## config.mk

```make
export PLATFORM = sky130hd
export DESIGN_NAME = secded_err_logger
export DESIGN_NICKNAME = d
export VERILOG_FILES = /design/src/rtl/secded_log_pkg.sv /design/src/rtl/secded_evt_fifo.sv /design/src/rtl/secded_err_logger.sv
export SDC_FILE = /design/constraint.sdc
export NUM_CORES = 1
export LEC_CHECK = 0
export ABC_AREA = 1
export CAP_MARGIN = 20
export CORE_MARGIN = 8
export CORE_UTILIZATION = 56
export CTS_CLUSTER_SIZE = 14
export DETAILED_ROUTE_END_ITERATION = 7
export PLACE_DENSITY = 0.77
export SLEW_MARGIN = 5
export SYNTH_ARGS = -nofsm -noshare
export SYNTH_HDL_FRONTEND = slang
export SYNTH_SLANG_ARGS = --single-unit
```

## constraint.sdc

```tcl
create_clock -name i_clk -period 2.16 [get_ports i_clk]
set_clock_uncertainty 0.05 [all_clocks]
set_input_delay 0.432 -clock i_clk [delete_from_list [all_inputs] [get_ports i_clk]]
set_output_delay 0.432 -clock i_clk [all_outputs]
set_load 0.02 [all_outputs]
```

## src/rtl/secded_log_pkg.sv

```systemverilog
// rtl/secded_log_pkg.sv - shared event codes, record layout and classifier for the SECDED error logger
package secded_log_pkg;

    localparam logic [1:0] EVT_CLEAN  = 2'b00;
    localparam logic [1:0] EVT_CORR   = 2'b01;
    localparam logic [1:0] EVT_UNCORR = 2'b10;
    localparam logic [1:0] EVT_PAR    = 2'b11;

    localparam int IDX_W    = 8;
    localparam int TYPE_W   = 2;
    localparam int DATA_W   = 4;
    localparam int EVT_W    = 14;

    localparam int DATA_LSB = 0;
    localparam int TYPE_LSB = DATA_LSB + DATA_W;
    localparam int IDX_LSB  = TYPE_LSB + TYPE_W;

    // Uncorrectable dominates corrected, which dominates parity-only.
    function automatic logic [1:0] classify(input logic e1, input logic e2, input logic ep);
        if (e2)
            return EVT_UNCORR;
        else if (e1)
            return EVT_CORR;
        else if (ep)
            return EVT_PAR;
        else
            return EVT_CLEAN;
    endfunction

    function automatic logic [EVT_W-1:0] make_evt(input logic [IDX_W-1:0] idx,
                                                  input logic [TYPE_W-1:0] typ,
                                                  input logic [DATA_W-1:0] data);
        logic [EVT_W-1:0] e;
        e = '0;
        e[IDX_LSB +: IDX_W]   = idx;
        e[TYPE_LSB +: TYPE_W] = typ;
        e[DATA_LSB +: DATA_W] = data;
        return e;
    endfunction

endpackage

```

## src/rtl/secded_evt_fifo.sv

```systemverilog
// rtl/secded_evt_fifo.sv - synchronous event FIFO with occupancy counter and pop-frees-slot push
module secded_evt_fifo #(
    parameter int WIDTH = 14,
    parameter int DEPTH = 4
) (
    input  logic             clk,
    input  logic             rst,
    input  logic             push,
    input  logic [WIDTH-1:0] push_data,
    input  logic             pop,
    output logic [WIDTH-1:0] pop_data,
    output logic             full,
    output logic             empty
);
    localparam int AW = $clog2(DEPTH);
    localparam int CW = $clog2(DEPTH + 1);

    logic [WIDTH-1:0] mem [DEPTH];
    logic [AW-1:0]    wr_ptr;
    logic [AW-1:0]    rd_ptr;
    logic [CW-1:0]    count;
    logic             do_push;
    logic             do_pop;

    assign full     = (count == CW'(DEPTH));
    assign empty    = (count == '0);
    assign do_pop   = pop && !empty;
    // A pop in the same cycle frees the slot the push needs.
    assign do_push  = push && (!full || do_pop);
    // Head reads as zero when empty so reset/idle never exposes stale storage.
    assign pop_data = empty ? '0 : mem[rd_ptr];

    // Pointer and occupancy bookkeeping; pointers wrap naturally at a power-of-2 depth.
    always_ff @(posedge clk or posedge rst) begin
        if (rst) begin
            wr_ptr <= '0;
            rd_ptr <= '0;
            count  <= '0;
        end else begin
            if (do_push)
                wr_ptr <= wr_ptr + AW'(1);
            if (do_pop)
                rd_ptr <= rd_ptr + AW'(1);
            case ({do_push, do_pop})
                2'b10:   count <= count + CW'(1);
                2'b01:   count <= count - CW'(1);
                default: count <= count;
            endcase
        end
    end

    // Storage array; contents are don't-care until written, gated by the occupancy count.
    always_ff @(posedge clk) begin
        if (do_push)
            mem[wr_ptr] <= push_data;
    end

endmodule

```

## src/rtl/secded_err_logger.sv

```systemverilog
// rtl/secded_err_logger.sv - SECDED error statistics: counters, sticky flags, irq and event FIFO
module secded_err_logger
    import secded_log_pkg::*;
#(
    parameter int CNT_W      = 8,
    parameter int FIFO_DEPTH = 4,
    parameter int THRESH     = 4
) (
    input  logic             i_clk,
    input  logic             i_rst,
    input  logic             i_valid,
    input  logic [3:0]       i_data,
    input  logic             i_1bit_error,
    input  logic             i_2bit_error,
    input  logic             i_parity_error,
    input  logic             i_clr,
    output logic [CNT_W-1:0] o_cnt_1bit,
    output logic [CNT_W-1:0] o_cnt_2bit,
    output logic [CNT_W-1:0] o_cnt_parity,
    output logic [2:0]       o_sticky,
    output logic             o_irq,
    output logic             o_overflow,
    output logic             o_evt_valid,
    input  logic             i_evt_ready,
    output logic [EVT_W-1:0] o_evt_data
);
    localparam logic [CNT_W-1:0] CNT_MAX  = {CNT_W{1'b1}};
    localparam logic [CNT_W-1:0] THRESH_V = CNT_W'(THRESH);

    logic [1:0]       evt_type;
    logic [IDX_W-1:0] idx;
    logic [CNT_W-1:0] cnt_1bit_nxt;
    logic [CNT_W-1:0] cnt_2bit_nxt;
    logic [CNT_W-1:0] cnt_parity_nxt;
    logic [2:0]       sticky_nxt;
    logic             push;
    logic             fifo_full;
    logic             fifo_empty;
    logic             drop;

    // Classify the sample and form saturating next-state values for the statistics.
    always_comb begin
        evt_type       = i_valid ? classify(i_1bit_error, i_2bit_error, i_parity_error) : EVT_CLEAN;
        cnt_1bit_nxt   = o_cnt_1bit;
        cnt_2bit_nxt   = o_cnt_2bit;
        cnt_parity_nxt = o_cnt_parity;
        if (evt_type == EVT_CORR && o_cnt_1bit != CNT_MAX)
            cnt_1bit_nxt = o_cnt_1bit + 1'b1;
        if (evt_type == EVT_UNCORR && o_cnt_2bit != CNT_MAX)
            cnt_2bit_nxt = o_cnt_2bit + 1'b1;
        if (evt_type == EVT_PAR && o_cnt_parity != CNT_MAX)
            cnt_parity_nxt = o_cnt_parity + 1'b1;
        sticky_nxt = o_sticky | {evt_type == EVT_PAR, evt_type == EVT_UNCORR, evt_type == EVT_CORR};
    end

    assign push = (evt_type != EVT_CLEAN);
    // Full implies a valid head, so a ready consumer always frees a slot.
    assign drop = push && fifo_full && !i_evt_ready;
    assign o_evt_valid = !fifo_empty;

    // Sample index counts every valid strobe and is deliberately untouched by i_clr.
    always_ff @(posedge i_clk or posedge i_rst) begin
        if (i_rst)
            idx <= '0;
        else if (i_valid)
            idx <= idx + 1'b1;
    end

    // Statistics registers; clear overrides any update arriving the same cycle.
    always_ff @(posedge i_clk or posedge i_rst) begin
        if (i_rst) begin
            o_cnt_1bit   <= '0;
            o_cnt_2bit   <= '0;
            o_cnt_parity <= '0;
            o_sticky     <= '0;
            o_irq        <= 1'b0;
            o_overflow   <= 1'b0;
        end else if (i_clr) begin
            o_cnt_1bit   <= '0;
            o_cnt_2bit   <= '0;
            o_cnt_parity <= '0;
            o_sticky     <= '0;
            o_irq        <= 1'b0;
            o_overflow   <= 1'b0;
        end else begin
            o_cnt_1bit   <= cnt_1bit_nxt;
            o_cnt_2bit   <= cnt_2bit_nxt;
            o_cnt_parity <= cnt_parity_nxt;
            o_sticky     <= sticky_nxt;
            o_irq        <= o_irq || sticky_nxt[1] || (cnt_1bit_nxt >= THRESH_V);
            o_overflow   <= o_overflow || drop;
        end
    end

    secded_evt_fifo #(
        .WIDTH (EVT_W),
        .DEPTH (FIFO_DEPTH)
    ) u_fifo (
        .clk       (i_clk),
        .rst       (i_rst),
        .push      (push),
        .push_data (make_evt(idx, evt_type, i_data)),
        .pop       (i_evt_ready),
        .pop_data  (o_evt_data),
        .full      (fifo_full),
        .empty     (fifo_empty)
    );

endmodule

```

Yosys cells after proc, flatten, opt, wreduce, memory -nomap -nowiden. Memory sizes are Yosys's and may differ from the RTL's. Index checks and enable logic that the tools add are counted.

Add/subtract/negate cells: 8. Order comparisons: 1. Equal/unequal tests: 9. Multiplexer cells: 17. Bitwise logic cells: 1. Reductions and logical operators: 19.

Operator list (count): 2-to-1 mux 8 bit (6); adder 8 x 1 -> 8 bit (second input constant) (4); != test 8 bit (second input constant) (3); 2-to-1 mux 14 bit (1); greater-or-equal comparator 8 x 3 -> 1 bit (second input constant) (1); 2-to-1 mux 2 bit (4); nonzero test 2 bit (4); logical AND 1 bit (7); == test 2 bit (second input constant) (3); one-hot mux 3 bit (2 select lines) (1); adder 2 x 1 -> 2 bit (second input constant) (2); == test 2 x 1 -> 1 bit (second input constant) (2); logical OR 1 bit (4); 2-to-1 mux 1 bit (4); adder 3 x 1 -> 3 bit (second input constant) (1); == test 3 bit (second input constant) (1); logical NOT 1 bit (3); logical NOT 3 bit (1); 2-to-1 mux 3 bit (1); bitwise OR 3 bit (1); subtractor 3 x 1 -> 3 bit (second input constant) (1).

Bits in registers: 44. Bits in writable memories: 56. Bits of input ports: 12. Output and inout port bits: 44. Logic and storage cells: 66. Memories: 1.

Memories: u_fifo.mem (depth 4, bits a word 14, rd ports 1, clocked after Yosys merged registers in 0, write ports 1, line secded_evt_fifo.sv:18) `logic [WIDTH-1:0] mem [DEPTH];`.

Longest topological paths before layout.
Depth after elaboration: 10. Mapped depth: 14. Mapped depth without buffers: 14.

Cells and area by module. From an unflattened synthesis, not the netlist that was laid out.

Cell total of the unflattened synthesis: 547. Area total of the unflattened synthesis: 4897.2 µm².

By module, submodules not included: secded_evt_fifo (instances 1, cells an instance 282, area each 2830.2 µm², seq. area each 1856.8 µm²); secded_err_logger (instances 1, cells an instance 265, area each 2067.0 µm², seq. area each 925.9 µm²).

Least setup slack after synthesis. No wires, ideal clock.

Path type: input -> register. Start point: input i_valid. End point: memory u_fifo.mem[0][0], enable pin. Setup time: 0.385 ns. Data arrival time: 1.610 ns. Data required time: 1.725 ns. Slack: 0.116 ns. Stages: 7. Path buffers: 1. Path through: buf_4 > inv_2 > nor2_4 > nand2_2 > nand2_2 > nand2_4 > nor2_1.

Word-level cells in the longest chain between the ends: 5.

RTL lines: start, declared (line secded_err_logger.sv:11) `input logic i_valid,`; 2-to-1 mux 2 bit (line secded_err_logger.sv:43) `evt_type = i_valid ? classify(i_1bit_error, i_2bit_error, i_parity_error) : EVT_CLEAN;`; nonzero test 2 bit (line secded_err_logger.sv:56) `assign push = (evt_type != EVT_CLEAN);`; logical AND 1 bit (line secded_evt_fifo.sv:29) `assign do_push = push && (!full || do_pop);`; 2-to-1 mux 1 bit (line secded_evt_fifo.sv:54) `if (do_push)`; 2-to-1 mux 1 bit (not written as such) (line secded_evt_fifo.sv:55) `mem[wr_ptr] <= push_data;`; end, declared (line secded_evt_fifo.sv:18).

Every way passes these cells.

Worst setup path after layout.
Start point: register u_fifo.rd_ptr[1]. End point: output o_evt_data[0].

Word-level cells in the longest chain between the ends: 2.

RTL lines: start, declared (line secded_evt_fifo.sv:20) `logic [AW-1:0] rd_ptr;`; start signal, assigned (line secded_evt_fifo.sv:43) `rd_ptr <= rd_ptr + AW'(1);`; memory read (4 x 14 bit); 2-to-1 mux 14 bit (line secded_evt_fifo.sv:31) `assign pop_data = empty ? '0 : mem[rd_ptr];`; end, declared (line secded_err_logger.sv:25) `output logic [EVT_W-1:0] o_evt_data`.

Every way passes these cells.

==> impl_metrics.tcl <==
set metrics [dict create \
    route.final.wire_length_mm 10.1 \
    cellInternalPower_mw 4.22 \
    p_leak_nw 2.47 \
    tritoncts "built" \
    p_per_area_nw_per_um2 1140 \
    total_power_mw 6.70 \
    status "finished, violations left" \
    path_common_cell "buf_4" \
    vias_per_cell 5.30 \
    clock_insertion_delay_worst_skew_ns 0.36 \
    final_min_period_over_clock_period_pct 100 \
    drt_first_pass_iters 4 \
    grt_util_all_layers_pct 18.2 \
    comb_power_share_pct 40.7 \
    cts_made_buffers 9 \
    finalNetCount 583 \
    post_cts_hold_buffer_count 0 \
    timing.critical_path.slowest_cell_delay_ns 0.43 \
    postSynthRegisterBits 100 \
    synth.net_count 482 \
    critPathRequiredTime_ns 1.68 \
    first_global_vias 3610 \
    post-synth-top-area-fraction_pct 36.5 \
    grt_overflow_total 0 \
    finalHoldViolCount 0 \
    worst_hold_path_type "input pin to asynchronous set/reset pin" \
    power.net_switching_mw 2.48 \
    routabilityCongestion 0.863 \
    post_drt_antenna_nets 0 \
    cell_rows 33 \
    setup.worst_path.class "flip-flop to primary output" \
    synth.yosys.warnings 0 \
    dieWidth_um 107 \
    routed_length_per_placed_instance_um 15.1 \
    dp_hpwl_mm 6.97 \
    layout_fillers 589 \
    setup_viol 1 \
    timing.final.max_slew_violations 0 \
    cp_num_buf_inv 3 \
    cts_htree_levels 3 \
    sequential_power_share_pct 41.2 \
    grt_setup_unrepaired "yes" \
    worst_setup_hold_path_clk_slew_ns 0.10 \
    full_die_area_um2 11400 \
    setup-tns-final_ns -0.00144 \
    cts.path.max_buffers 2 \
    yosys.cell_types.count 32 \
    area_of_the_mapped_netlist_um2 4610 \
    slew_headroom_pct 68.4 \
    synth.top_cells.by_area "edfxtp_1 (36%), dfrtp_1 (24%), nor2_1 (7.3%)" \
    path_max_fanout 5 \
    switching_share_pct 37.0 \
    max_slew.worst_pin.slew_ns 0.473 \
    area_growth_pct 27.5 \
    fmaxAchievable_ghz 0.463 \
    die_h_um 107 \
    clock_power_share_pct 18.1 \
    reg_area_um2 2780 \
    synth_seq_area_share_pct 60.4 \
    floorplan.io_pins 56 \
    period_needed_ns 2.16 \
    drc_errors 0 \
    wire_length_of_the_first_global_routing_pass_mm 16.9 \
    drt_iter0_drc 141 \
    drive_gt1_share_pct 20.6 \
    synth_area_leader_cell "edfxtp_1" \
    critical_path.endpoint_type "primary output" \
    maxCapViolations 0 \
    grt_max_degree 45 \
    critical_path_arrival_ns 1.68 \
    critical_path.slowest_cell "dfrtp_1" \
    cts-root-buf "clkbuf_8" \
    postSynthCellCount 461 \
    detailroute.via_count 3562 \
    multi_input_gate_area_in_the_final_layout_um2 1650 \
    worst_ir_drop_vdd_mv 0.623 \
    port_buffers 55 \
    timing.critical_path.cells "clkinvlp_4 -> buf_4 -> nor2_1 -> o21ai_1 -> a21oi_1 -> buf_4" \
    diodes 0 \
    antenna_found_initial 0 \
    reg2reg_slack_ns 0.35 \
    worst_path_dominant_cell_family "buffers and inverters" \
    synth.avg_cell_area_um2 10.0 \
    fp.coreArea_um2 8090 \
    cp_launch_type "flip-flop" \
    final_critical_path_setup_slack_ns -0.00144 \
    violations "negative setup slack" \
    starting_utilization_of_the_core_area_pct 57.0 \
    clkSinkCount 100 \
]
## through the flow
stage	instances	cell area, um^2	worst slack (ns)	hold slack (ns)	utilization (%)
detailed placement	650	5600	-0.188	0.437	69.2
global placement	650	5600	-0.0887	0.428	69.2
global route	672	5880	-0.0511	0.374	72.6
finish	672	5880	-0.00144	0.354	72.6
CTS	670	5790	-0.00936	0.362	71.6
floorplan	461	4610	0.116	0.413	-
## cells in the mapped netlist (all sizes together)
cell type	number
nand3	32
nor2	94
or2	2
a21oi	29
dfrtp	44
ha	8
clkbuf	8
o21ai	36
nand4	4
nor3	3
xor2	18
o31ai	7
xnor2	5
buf	6
nor3b	1
nand2	63
nand3b	1
fa	1
inv	43
edfxtp	56
## per-layer routing
| layer | part of all wire (%) | GRT usage [%] |
|---|---|---|
| met1 | 42 | 21.7 |
| met2 | 52 | 32.4 |
| met3 | 5.3 | 3.36 |
| met4 | 1.3 | 6.43 |
| met5 | 0 | 0 |
## cells in the final DEF (no fill, tap or decap), drive strengths merged, types with 2 or more instances in the layout
| cell type | instances |
|---|---|
| nor2 | 94 |
| nand2 | 63 |
| buf | 63 |
| edfxtp | 56 |
| dfrtp | 44 |
| inv | 44 |
| clkdlybuf4s50 | 41 |
| o21ai | 36 |
| nand3 | 32 |
| a21oi | 29 |
| xor2 | 18 |
| clkbuf | 10 |
| ha | 8 |
| o31ai | 7 |
| xnor2 | 5 |
| nand4 | 4 |
| nor3 | 3 |
| or2 | 2 |
| clkinvlp | 2 |
| clkinv | 2 |
## state kept, by name, indices dropped and copies added (netlist names), 2 cells and up
name / count
o_cnt_2bit: 8
u_fifo.wr_ptr: 2
u_fifo.count: 3
o_cnt_parity: 8
idx: 8
u_fifo.rd_ptr: 2
o_sticky: 3
u_fifo.mem: 56
o_cnt_1bit: 8
## worst register-to-register path, stage by stage (launching register included)
cell and delay (ns):
dfrtp_1 0.41, nor2_1 0.14, nand3_1 0.19, nand2_4 0.13, nand2_1 0.08, fa_1 0.38
inv_1 0.06, nand2_1 0.04, nand2_1 0.07, nand2_1 0.06, nand2_1 0.06, nand2_1 0.04
## area by class of cell
type | instances | area share (%)
Clock buffer | 10 | 2.17
Clock inverter | 6 | 1.21
Inverter | 43 | 2.85
Multi-Input combinational cell | 304 | 28.1
Sequential cell | 100 | 47.4
Tap cell | 105 | 2.23
Timing Repair Buffer | 104 | 16.1
## final timing paths
check | startpoint | endpoint | cells past startpoint
min reg2reg | u_fifo.count[2] | u_fifo.count[2] | 2
max reg2reg | u_fifo.count[1] | u_fifo.count[2] | 11
min | i_rst | idx[3] | 3
max in group asynchronous | i_rst | u_fifo.rd_ptr[0] | 3
max | u_fifo.rd_ptr[1] | o_evt_data[0] | 6
min in group i_clk | u_fifo.count[2] | u_fifo.count[2] | 2
## logic make-up (layout without fill, tap and decap cells)
family          after synthesis  in the layout  share of synthesized area [%]
simple gates                200            200                           19.0
fa+ha+maj                     9              9                           2.61
compound gates               72             72                           8.30
flops                       100            100                           60.4
buf+inv                      57            163                           4.94
xor+xnor                     23             23                           4.78
## timing repair
action                                 4_1_cts  5_1_grt
pin swaps                                    1       10
setup endpoints to repair                   14       14
buffers inserted                             4        3
gates resized for setup                     61       44
endpoints found under the hold margin        0        0
## power groups by stage
stage / combinational [mW] / clock [mW] / sequential, mW
2_1_floorplan: 1.43 / 0 / 2.72
3_3_place_gp: 2.49 / 0 / 2.76
3_5_place_dp: 2.56 / 0 / 2.79
4_1_cts: 2.48 / 1.22 / 2.75
5_1_grt: 2.99 / 1.29 / 2.80
6_report: 2.73 / 1.21 / 2.76
Power figures use the tool's default switching activity.
